==> src/rtl/mc_ctrl_fsm.sv <==
// mc_ctrl_fsm: multicycle MIPS main control FSM with memory-ready stalls.
// Optional performance counters are enabled by defining MC_CTRL_PERF_EN.
module mc_ctrl_fsm #(
  parameter int OP_W = 6,
  parameter int ST_W = 4
) (
  input  logic            Clk,
  input  logic            Reset_n,
  input  logic [OP_W-1:0] Op,
  input  logic            MemReady,
  output logic            PCWrite,
  output logic            PCWriteCond,
  output logic            IorD,
  output logic            MemRead,
  output logic            MemWrite,
  output logic            IRWrite,
  output logic            MemtoReg,
  output logic            RegDst,
  output logic            RegWrite,
  output logic            ALUSrcA,
  output logic [1:0]      ALUSrcB,
  output logic [1:0]      ALUOp,
  output logic [1:0]      PCSource,
  output logic            Illegal,
  output logic [ST_W-1:0] State
`ifdef MC_CTRL_PERF_EN
  ,
  output logic [31:0]     CycleCnt,
  output logic [31:0]     InstrCnt
`endif
);
  typedef enum logic [ST_W-1:0] {
    RST, FETCH, DECODE, MEMADR, MEMRD, MEMWB, MEMWR,
    RTYPE_EX, RTYPE_WB, BEQ, JUMP, ADDI_EX, ADDI_WB, ILL
  } state_e;

  localparam logic [OP_W-1:0] OP_LW   = OP_W'(6'b100011);
  localparam logic [OP_W-1:0] OP_SW   = OP_W'(6'b101011);
  localparam logic [OP_W-1:0] OP_R    = OP_W'(6'b000000);
  localparam logic [OP_W-1:0] OP_BEQ  = OP_W'(6'b000100);
  localparam logic [OP_W-1:0] OP_J    = OP_W'(6'b000010);
  localparam logic [OP_W-1:0] OP_ADDI = OP_W'(6'b001000);

  state_e          r_state, w_next;
  logic [OP_W-1:0] r_op;

  always_ff @(posedge Clk or negedge Reset_n)
    if (!Reset_n) begin
      r_state <= RST;
      r_op    <= '0;
    end else begin
      r_state <= w_next;
      if (r_state == DECODE) r_op <= Op;
    end

  assign State = r_state;

  always_comb begin
    w_next      = RST;
    PCWrite     = 1'b0;
    PCWriteCond = 1'b0;
    IorD        = 1'b0;
    MemRead     = 1'b0;
    MemWrite    = 1'b0;
    IRWrite     = 1'b0;
    MemtoReg    = 1'b0;
    RegDst      = 1'b0;
    RegWrite    = 1'b0;
    ALUSrcA     = 1'b0;
    ALUSrcB     = 2'b00;
    ALUOp       = 2'b00;
    PCSource    = 2'b00;
    Illegal     = 1'b0;
    case (r_state)
      RST: w_next = FETCH;
      FETCH: begin
        MemRead = 1'b1;
        ALUSrcB = 2'b01;
        IRWrite = MemReady;
        PCWrite = MemReady;
        w_next  = MemReady ? DECODE : FETCH;
      end
      DECODE: begin
        ALUSrcB = 2'b11;
        w_next  = (Op == OP_LW || Op == OP_SW) ? MEMADR :
                  (Op == OP_R)                 ? RTYPE_EX :
                  (Op == OP_BEQ)               ? BEQ :
                  (Op == OP_J)                 ? JUMP :
                  (Op == OP_ADDI)              ? ADDI_EX : ILL;
      end
      MEMADR: begin
        ALUSrcA = 1'b1;
        ALUSrcB = 2'b10;
        w_next  = (r_op == OP_LW) ? MEMRD : MEMWR;
      end
      MEMRD: begin
        MemRead = 1'b1;
        IorD    = 1'b1;
        w_next  = MemReady ? MEMWB : MEMRD;
      end
      MEMWB: begin
        RegWrite = 1'b1;
        MemtoReg = 1'b1;
        w_next   = FETCH;
      end
      MEMWR: begin
        MemWrite = 1'b1;
        IorD     = 1'b1;
        w_next   = MemReady ? FETCH : MEMWR;
      end
      RTYPE_EX: begin
        ALUSrcA = 1'b1;
        ALUOp   = 2'b10;
        w_next  = RTYPE_WB;
      end
      RTYPE_WB: begin
        RegWrite = 1'b1;
        RegDst   = 1'b1;
        w_next   = FETCH;
      end
      BEQ: begin
        ALUSrcA     = 1'b1;
        ALUOp       = 2'b01;
        PCWriteCond = 1'b1;
        PCSource    = 2'b01;
        w_next      = FETCH;
      end
      JUMP: begin
        PCWrite  = 1'b1;
        PCSource = 2'b10;
        w_next   = FETCH;
      end
      ADDI_EX: begin
        ALUSrcA = 1'b1;
        ALUSrcB = 2'b10;
        w_next  = ADDI_WB;
      end
      ADDI_WB: begin
        RegWrite = 1'b1;
        w_next   = FETCH;
      end
      ILL: begin
        Illegal = 1'b1;
        w_next  = FETCH;
      end
      default: w_next = RST;
    endcase
  end

`ifdef MC_CTRL_PERF_EN
  // A FETCH stall is not a return to FETCH, so it is excluded from InstrCnt.
  logic w_retire;
  assign w_retire = (w_next == FETCH) && (r_state != RST) && (r_state != FETCH);

  always_ff @(posedge Clk or negedge Reset_n)
    if (!Reset_n) begin
      CycleCnt <= '0;
      InstrCnt <= '0;
    end else begin
      if (r_state != RST) CycleCnt <= CycleCnt + 32'd1;
      if (w_retire) InstrCnt <= InstrCnt + 32'd1;
    end
`endif
endmodule
==> config.mk <==
export PLATFORM = sky130hd
export DESIGN_NAME = mc_ctrl_fsm
export DESIGN_NICKNAME = d
export VERILOG_FILES = /design/src/rtl/mc_ctrl_fsm.sv
export SDC_FILE = /design/constraint.sdc
export NUM_CORES = 1
export LEC_CHECK = 0
export CAP_MARGIN = 20
export CORE_MARGIN = 8
export CORE_UTILIZATION = 42
export DETAILED_ROUTE_END_ITERATION = 8
export PLACE_DENSITY_LB_ADDON = 0.15
export SETUP_SLACK_MARGIN = 0.15
export SYNTH_ARGS = -nofsm -noshare
export SYNTH_HDL_FRONTEND = slang
export SYNTH_SLANG_ARGS = --single-unit
==> constraint.sdc <==
create_clock -name Clk -period 1.95 [get_ports Clk]
set_input_delay 0.585 -clock Clk [delete_from_list [all_inputs] [get_ports Clk]]
set_output_delay 0.585 -clock Clk [all_outputs]
set_load 0.005 [all_outputs]
==> results of run 1 <==
## routing by layer
metal	vias up	part of all wire, %	wire length (um)
met5	-	0	0
met4	0	1.0	28
met3	5	8.1	218
met2	41	55	1470
met1	431	36	969
li1	413	-	-
## placed cells by master, fill, tap and decap left out, drive strengths merged, types with 2 or more instances in the layout
| cell | Yosys | layout |
|---|---|---|
| a211oi | 2 | 2 |
| a21boi | 2 | 2 |
| and3 | 3 | 3 |
| buf | 3 | 48 |
| clkbuf | 5 | 4 |
| clkdlybuf4s15 | 0 | 3 |
| clkdlybuf4s50 | 0 | 7 |
| dfrtp | 10 | 10 |
| mux2 | 8 | 8 |
| nand2 | 4 | 4 |
| nand2b | 7 | 7 |
| nand3b | 2 | 2 |
| nor2 | 12 | 12 |
| nor3 | 4 | 4 |
| nor4b | 2 | 2 |
| o211ai | 2 | 2 |
| o21ai | 2 | 2 |
## worst min path at each step
| stage | from | to | slack [ns] | cells past startpoint |
|---|---|---|---|---|
| 2_1_floorplan | Reset_n | State[0] | 0.29 | 0 |
| 3_3_place_gp | r_op[0] | r_op[0] | 0.48 | 1 |
| 3_5_place_dp | r_op[0] | r_op[0] | 0.49 | 1 |
| 4_1_cts | r_op[0] | r_op[0] | 0.51 | 1 |
| 5_1_grt | r_op[4] | r_op[4] | 0.52 | 1 |
| 6_report | r_op[0] | r_op[0] | 0.51 | 1 |
## worst reg2reg max path, stage by stage, from the launching register on
cell     delay [ns]
dfrtp_1        0.42
buf_6          0.14
buf_12         0.13
buf_8          0.13
nor4b_4        0.20
buf_4          0.20
mux2_2         0.34
## sequential cells by signal, summed over array words and instances (netlist names)
signal  flops
State       4
r_op        6
## per-stage QoR
stage / instance area, um^2 / cells
final: 1390 / 155
after global placement: 1130 / 135
after detailed placement: 1130 / 135
after floorplan: 748 / 83
after CTS: 1350 / 152
after global routing: 1390 / 155
## power groups by stage
| stage | clock network (mW) | registers (mW) | logic [mW] |
|---|---|---|---|
| 4_1_cts | 0.192 | 0.388 | 1.48 |
| 2_1_floorplan | 0 | 0.359 | 0.577 |
| 3_3_place_gp | 0 | 0.395 | 1.08 |
| 3_5_place_dp | 0 | 0.398 | 1.10 |
| 6_report | 0.189 | 0.391 | 1.61 |
| 5_1_grt | 0.201 | 0.403 | 1.71 |
## cell families after synthesis
| kind of cell | after synthesis |
|---|---|
| muxes | 8 |
| xor gates and xnor gates | 2 |
| and+or+nand+nor | 39 |
| buffers and inverters | 8 |
| AOI/OAI and AO/OA | 16 |
| DFF | 10 |
## cells in the mapped netlist, drive strengths merged
cell type | instances | area, um^2
nor2 | 12 | 45.0
dfrtp | 10 | 250
mux2 | 8 | 90.1
nand2b | 7 | 43.8
clkbuf | 5 | 20.0
nand2 | 4 | 15.0
nor3 | 4 | 20.0
and3 | 3 | 18.8
buf | 3 | 17.5
a211oi | 2 | 15.0
a21boi | 2 | 15.0
nand3b | 2 | 15.0
nor4b | 2 | 32.5
o211ai | 2 | 15.0
o21ai | 2 | 10.0
a2111oi | 1 | 8.76
a21oi | 1 | 5.00
a222oi | 1 | 10.0
a22o | 1 | 8.76
a311o | 1 | 10.0
and3b | 1 | 8.76
nand3 | 1 | 5.00
nor2b | 1 | 6.26
nor4 | 1 | 6.26
nor4bb | 1 | 10.0
o221ai | 1 | 8.76
o22a | 1 | 8.76
o31ai | 1 | 7.51
xnor2 | 1 | 8.76
xor2 | 1 | 8.76
## layout make-up
cell class / count / area [um^2]
Sequential cell: 10 / 254
Tap cell: 17 / 21.3
Fill cell: 98 / 302
Multi-Input combinational cell: 65 / 571
Timing Repair Buffer: 59 / 505
Clock buffer: 4 / 36.3
## what timing repair did
action	in CTS	in global routing
pin swaps	9	9
endpoints found under the setup margin	21	19
gates resized for setup	109	13
setup buffers	13	3
==> flow_summary.yaml, run 1 <==
placement:
  io_buffers: 29
  dp_slack_ns: -0.692
  hpwl_mm: 1.64
  place_congestion: 0.851
routing:
  routedWlPerCell_um: 17.3
  routed_wl_mm: 2.68
  drt-initial-drc-count: 24
  drc: 0
  drt-pass1-iter-count: 5
  vias: 890
  antenna_left: 0
  post_drt_via_cell_ratio: 5.74
grt:
  top_usage_layer: "met2"
  met1_usage_pct: 14.1
  grt-ovfl-total: 0
  grt_use_met3_pct: 4.64
  grt_usage_pct: 15.2
  grt_pass1_vias: 892
  antenna_found_initial: 0
  use_met2_pct: 29.3
  grt_max_degree: 11
  grt_first_pass_wirelength_mm: 4.10
job:
  cap_violations: 0
logic_synthesis:
  synth_top_family_by_area: "simple AND/OR/NAND/NOR gates"
  synth_fp_nets: 92
  ys_warn_count: 0
  synth_compound_area_share_pct: 16.5
  postSynthCellCount: 83
  synth_area_per_cell_um2: 8.97
  synth_fa_ha_area_share_pct: 0
  synth_xor_area_share_pct: 2.35
  ys_seq_elements: 10
  synthSimpleGateAreaFrac_pct: 30.4
  ys_seq_area_share_pct: 33.6
  synth_area_um2: 744
  synth_cell_types: 33
  yosys-mux-area-fraction_pct: 12.1
power:
  power_mw: 2.19
  p_sw_share_pct: 37.7
  p_per_area_mw_per_mm2: 1580
  vdd_drop_max_uv: 1010
  leakage_nw: 0.644
  p_switching_uw: 827
  seqPwrFrac_pct: 17.8
  internal-power_mw: 1.37
  comb_power_share_pct: 73.5
  p_clk_share_pct: 8.6
floorplan:
  start_util_pct: 44.1
  rows: 15
  die_h_um: 58.1
  dieArea_mm2: 0.00338
  design.core.area_mm2: 0.00169
  pin_count: 30
  die_w_um: 58.1
setup_path:
  r2r_start: "State[0]"
  cpLargestDelayFamily: "flip-flops"
  crit_type: "reg2out"
  timing.rr.end: "r_op[4]"
  crit_path_end: "PCWrite"
  worstSetupPathDepth: 4
  slowest_stage: "dfrtp_2"
  cp.arrival_ns: 1.38
  crit_chain: "nand3b_1 -> mux2_2 -> nor2_1 -> buf_2"
  max_stage_delay_ns: 0.44
  crit_start: "State[1]"
  r2r_slack_ns: 0.28
  worstPathRequired_ns: 1.36
  cp-end-kind: "primary output"
  startpoint_type: "register"
  path_max_fanout: 3
  crit_buf_inv: 1
  reg2reg_depth: 6
clock_tree:
  h-tree-depth: 1
  cts.sinks: 10
  clk_latency_ns: 0.27
  clk_pin_slew_worst_paths_ns: 0.07
  cts-root-buf: "clkbuf_4"
  cts_buffer_depth: 2
  cts_tree: "yes"
  hold_buffers: 0
  cts_buffers: 3
sta:
  setup-tns-final_ns: -0.0113
  setup_viol: 1
  hold_violations: 0
  fin_crit_ns: 1.96
  whs_ns: 0.508
  slew_violations: 0
  fin_crit_sh_pct: 101
  skew_ns: 0.000459
  rsz0062_at_grt: "true"
  worstMarginPinSlew_ns: 0.444
  fmax_ghz: 0.510
  slew-limit-headroom_pct: 70.3
  fin_ws_ns: -0.0113
finish:
  antenna_cells: 0
  final_layout_size_suffix_gt1_share_pct: 60.9
  postLayoutCoreUtil_pct: 82.1
  syn2layout_area_growth_pct: 86.4
  nets: 148
status:
  violations: "setup timing"
  status: "finished, violations left"
hold_path:
  min_path_type: "reg2reg"
No activity file was read; power rests on OpenSTA's default activity.
==> run 2: changes to the inputs <==
--- a/config.mk
+++ b/config.mk
@@ -7,7 +7,7 @@
 export LEC_CHECK = 0
 export CAP_MARGIN = 20
 export CORE_MARGIN = 8
-export CORE_UTILIZATION = 42
+export CORE_UTILIZATION = 40
 export DETAILED_ROUTE_END_ITERATION = 8
 export PLACE_DENSITY_LB_ADDON = 0.15
 export SETUP_SLACK_MARGIN = 0.15
==> flow_summary.yaml, run 2 (synthesized netlist as in run 1, its figures left out) <==
clock_tree:
  cts.sinks: 10
  hold_buffers: 0
  cts-root-buf: "clkbuf_4"
  clk_latency_ns: 0.26
  clk_pin_slew_worst_paths_ns: 0.06
  cts_tree: "yes"
  cts_buffers: 3
  cts_buffer_depth: 2
  h-tree-depth: 1
grt:
  grt_first_pass_wirelength_mm: 4.56
  grt_usage_pct: 16.7
  grt_max_degree: 11
  grt-ovfl-total: 0
  grt_pass1_vias: 977
  antenna_found_initial: 0
routing:
  drt-initial-drc-count: 46
  vias: 1019
  routed.top_layer: "met4"
  wl_met1_mm: 1.38
  wl_met2_mm: 1.94
  drc: 0
  drt-pass1-iter-count: 4
  antenna_left: 0
  post_drt_via_cell_ratio: 5.63
  routedWlPerCell_um: 20.5
  wl_met3_um: 209
  routed_wl_mm: 3.71
finish:
  antenna_cells: 0
  largest_reg_flops: 6
  final_cell_mix: "25 x buf_6, 25 x buf_4, 15 x buf_2"
  nets: 166
  design_area_mm2: 0.00158
  final_layout_size_suffix_gt1_share_pct: 66.7
  syn2layout_area_growth_pct: 112
  largest-register: "r_op"
setup_path:
  reg2reg_depth: 8
  r2r_start: "State[1]"
  slowest_stage: "dfrtp_1"
  crit_type: "reg2out"
  r2r_slack_ns: 0.01
  path_max_fanout: 3
  cp-end-kind: "primary output"
  cp.arrival_ns: 1.43
  startpoint_type: "register"
  crit_chain: "nand3b_1 -> mux2_4 -> nor2_2 -> buf_2"
  cpLargestDelayFamily: "flip-flops"
  timing.rr.end: "State[0]"
  max_stage_delay_ns: 0.43
  worstPathRequired_ns: 1.36
  crit_buf_inv: 1
placement:
  place_congestion: 0.794
  hpwl_mm: 1.57
  place_area_mm2: 0.00115
  io_buffers: 29
sta:
  fin_ws_ns: -0.0680
  skew_ns: 0.000358
  worstMarginPinSlew_ns: 0.451
  slew-limit-headroom_pct: 69.9
  fin_crit_sh_pct: 103
  fmax_ghz: 0.496
  slew_violations: 0
  setup_viol: 4
  hold_violations: 0
  whs_ns: 0.507
  rsz0062_at_grt: "true"
  fin_crit_ns: 2.02
hold_path:
  min_from: "r_op[4]"
  min_path_type: "reg2reg"
  min_to: "r_op[4]"
  min_path_cells: 1
floorplan:
  pin_count: 30
  die_w_um: 59.1
  dieArea_mm2: 0.00350
  die_h_um: 59.1
  design.core.area_mm2: 0.00175
  start_util_pct: 42.7
  rows: 15
power:
  vdd_drop_max_uv: 1180
  leakage_nw: 0.742
  p_per_area_mw_per_mm2: 1620
status:
  violations: "setup timing"
  status: "finished, violations left"
job:
  cap_violations: 0
-- run 2: cell count changes in the layout (fill, tap and decap cells not counted), moves of 2 or more --
cell | previous run | this run
buf_12 | 2 | 0
buf_4 | 16 | 25
nor2_2 | 5 | 2
buf_2 | 17 | 15
nor2_4 | 1 | 5
clkdlybuf4s15_1 | 2 | 0
clkbuf_2 | 0 | 2
buf_6 | 12 | 25
-- run 2: where the power goes --
part	internal, mW	switching [mW]
Sequential	0.314	0.0776
Clock	0.113	0.0697
Combinational	1.13	0.849
Total	1.56	0.997
-- run 2: worst max-delay path by stage --
stage          startpoint           to  slack [ns]  depth (start not counted)
2_1_floorplan    State[2]  PCSource[0]        0.17                          5
3_3_place_gp     MemReady      PCWrite       -0.64                          5
3_5_place_dp     MemReady      PCWrite       -0.66                          5
4_1_cts          State[3]      PCWrite       -0.04                          5
5_1_grt          State[1]      PCWrite       -0.11                          4
6_report         State[1]      PCWrite       -0.07                          4
-- run 2: through the flow --
step	power, mW	TNS (ns)	utilization [%]	setup WS [ns]	instances
2_1_floorplan	0.935	0	-	0.166	83
6_report	2.56	-0.161	90.4	-0.0680	181
4_1_cts	2.14	-0.0431	81.6	-0.0431	175
5_1_grt	2.68	-0.515	90.4	-0.108	181
3_5_place_dp	1.51	-1.46	65.9	-0.659	145
3_3_place_gp	1.49	-1.37	65.9	-0.636	145
-- run 2: final cells by class --
| cell class | count | area [um^2] |
|---|---|---|
| clock buffer | 4 | 36.3 |
| timing repair buffer | 77 | 653 |
| sequential | 10 | 254 |
| multi-input combinational | 65 | 603 |
| fill | 71 | 168 |
| tap | 25 | 31.3 |
-- run 2: per-layer routing --
| metal | vias up | GRT usage, % |
|---|---|---|
| met5 | - | 0 |
| met4 | 0 | 8.19 |
| met3 | 18 | 3.25 |
| met2 | 64 | 30.1 |
| met1 | 484 | 18.0 |
| li1 | 453 | - |
-- run 2: what timing repair did --
| item | CTS | global route |
|---|---|---|
| setup buffers | 26 | 6 |
| gates resized for setup | 110 | 28 |
| setup endpoints to repair | 21 | 20 |
| pin swaps | 10 | 10 |
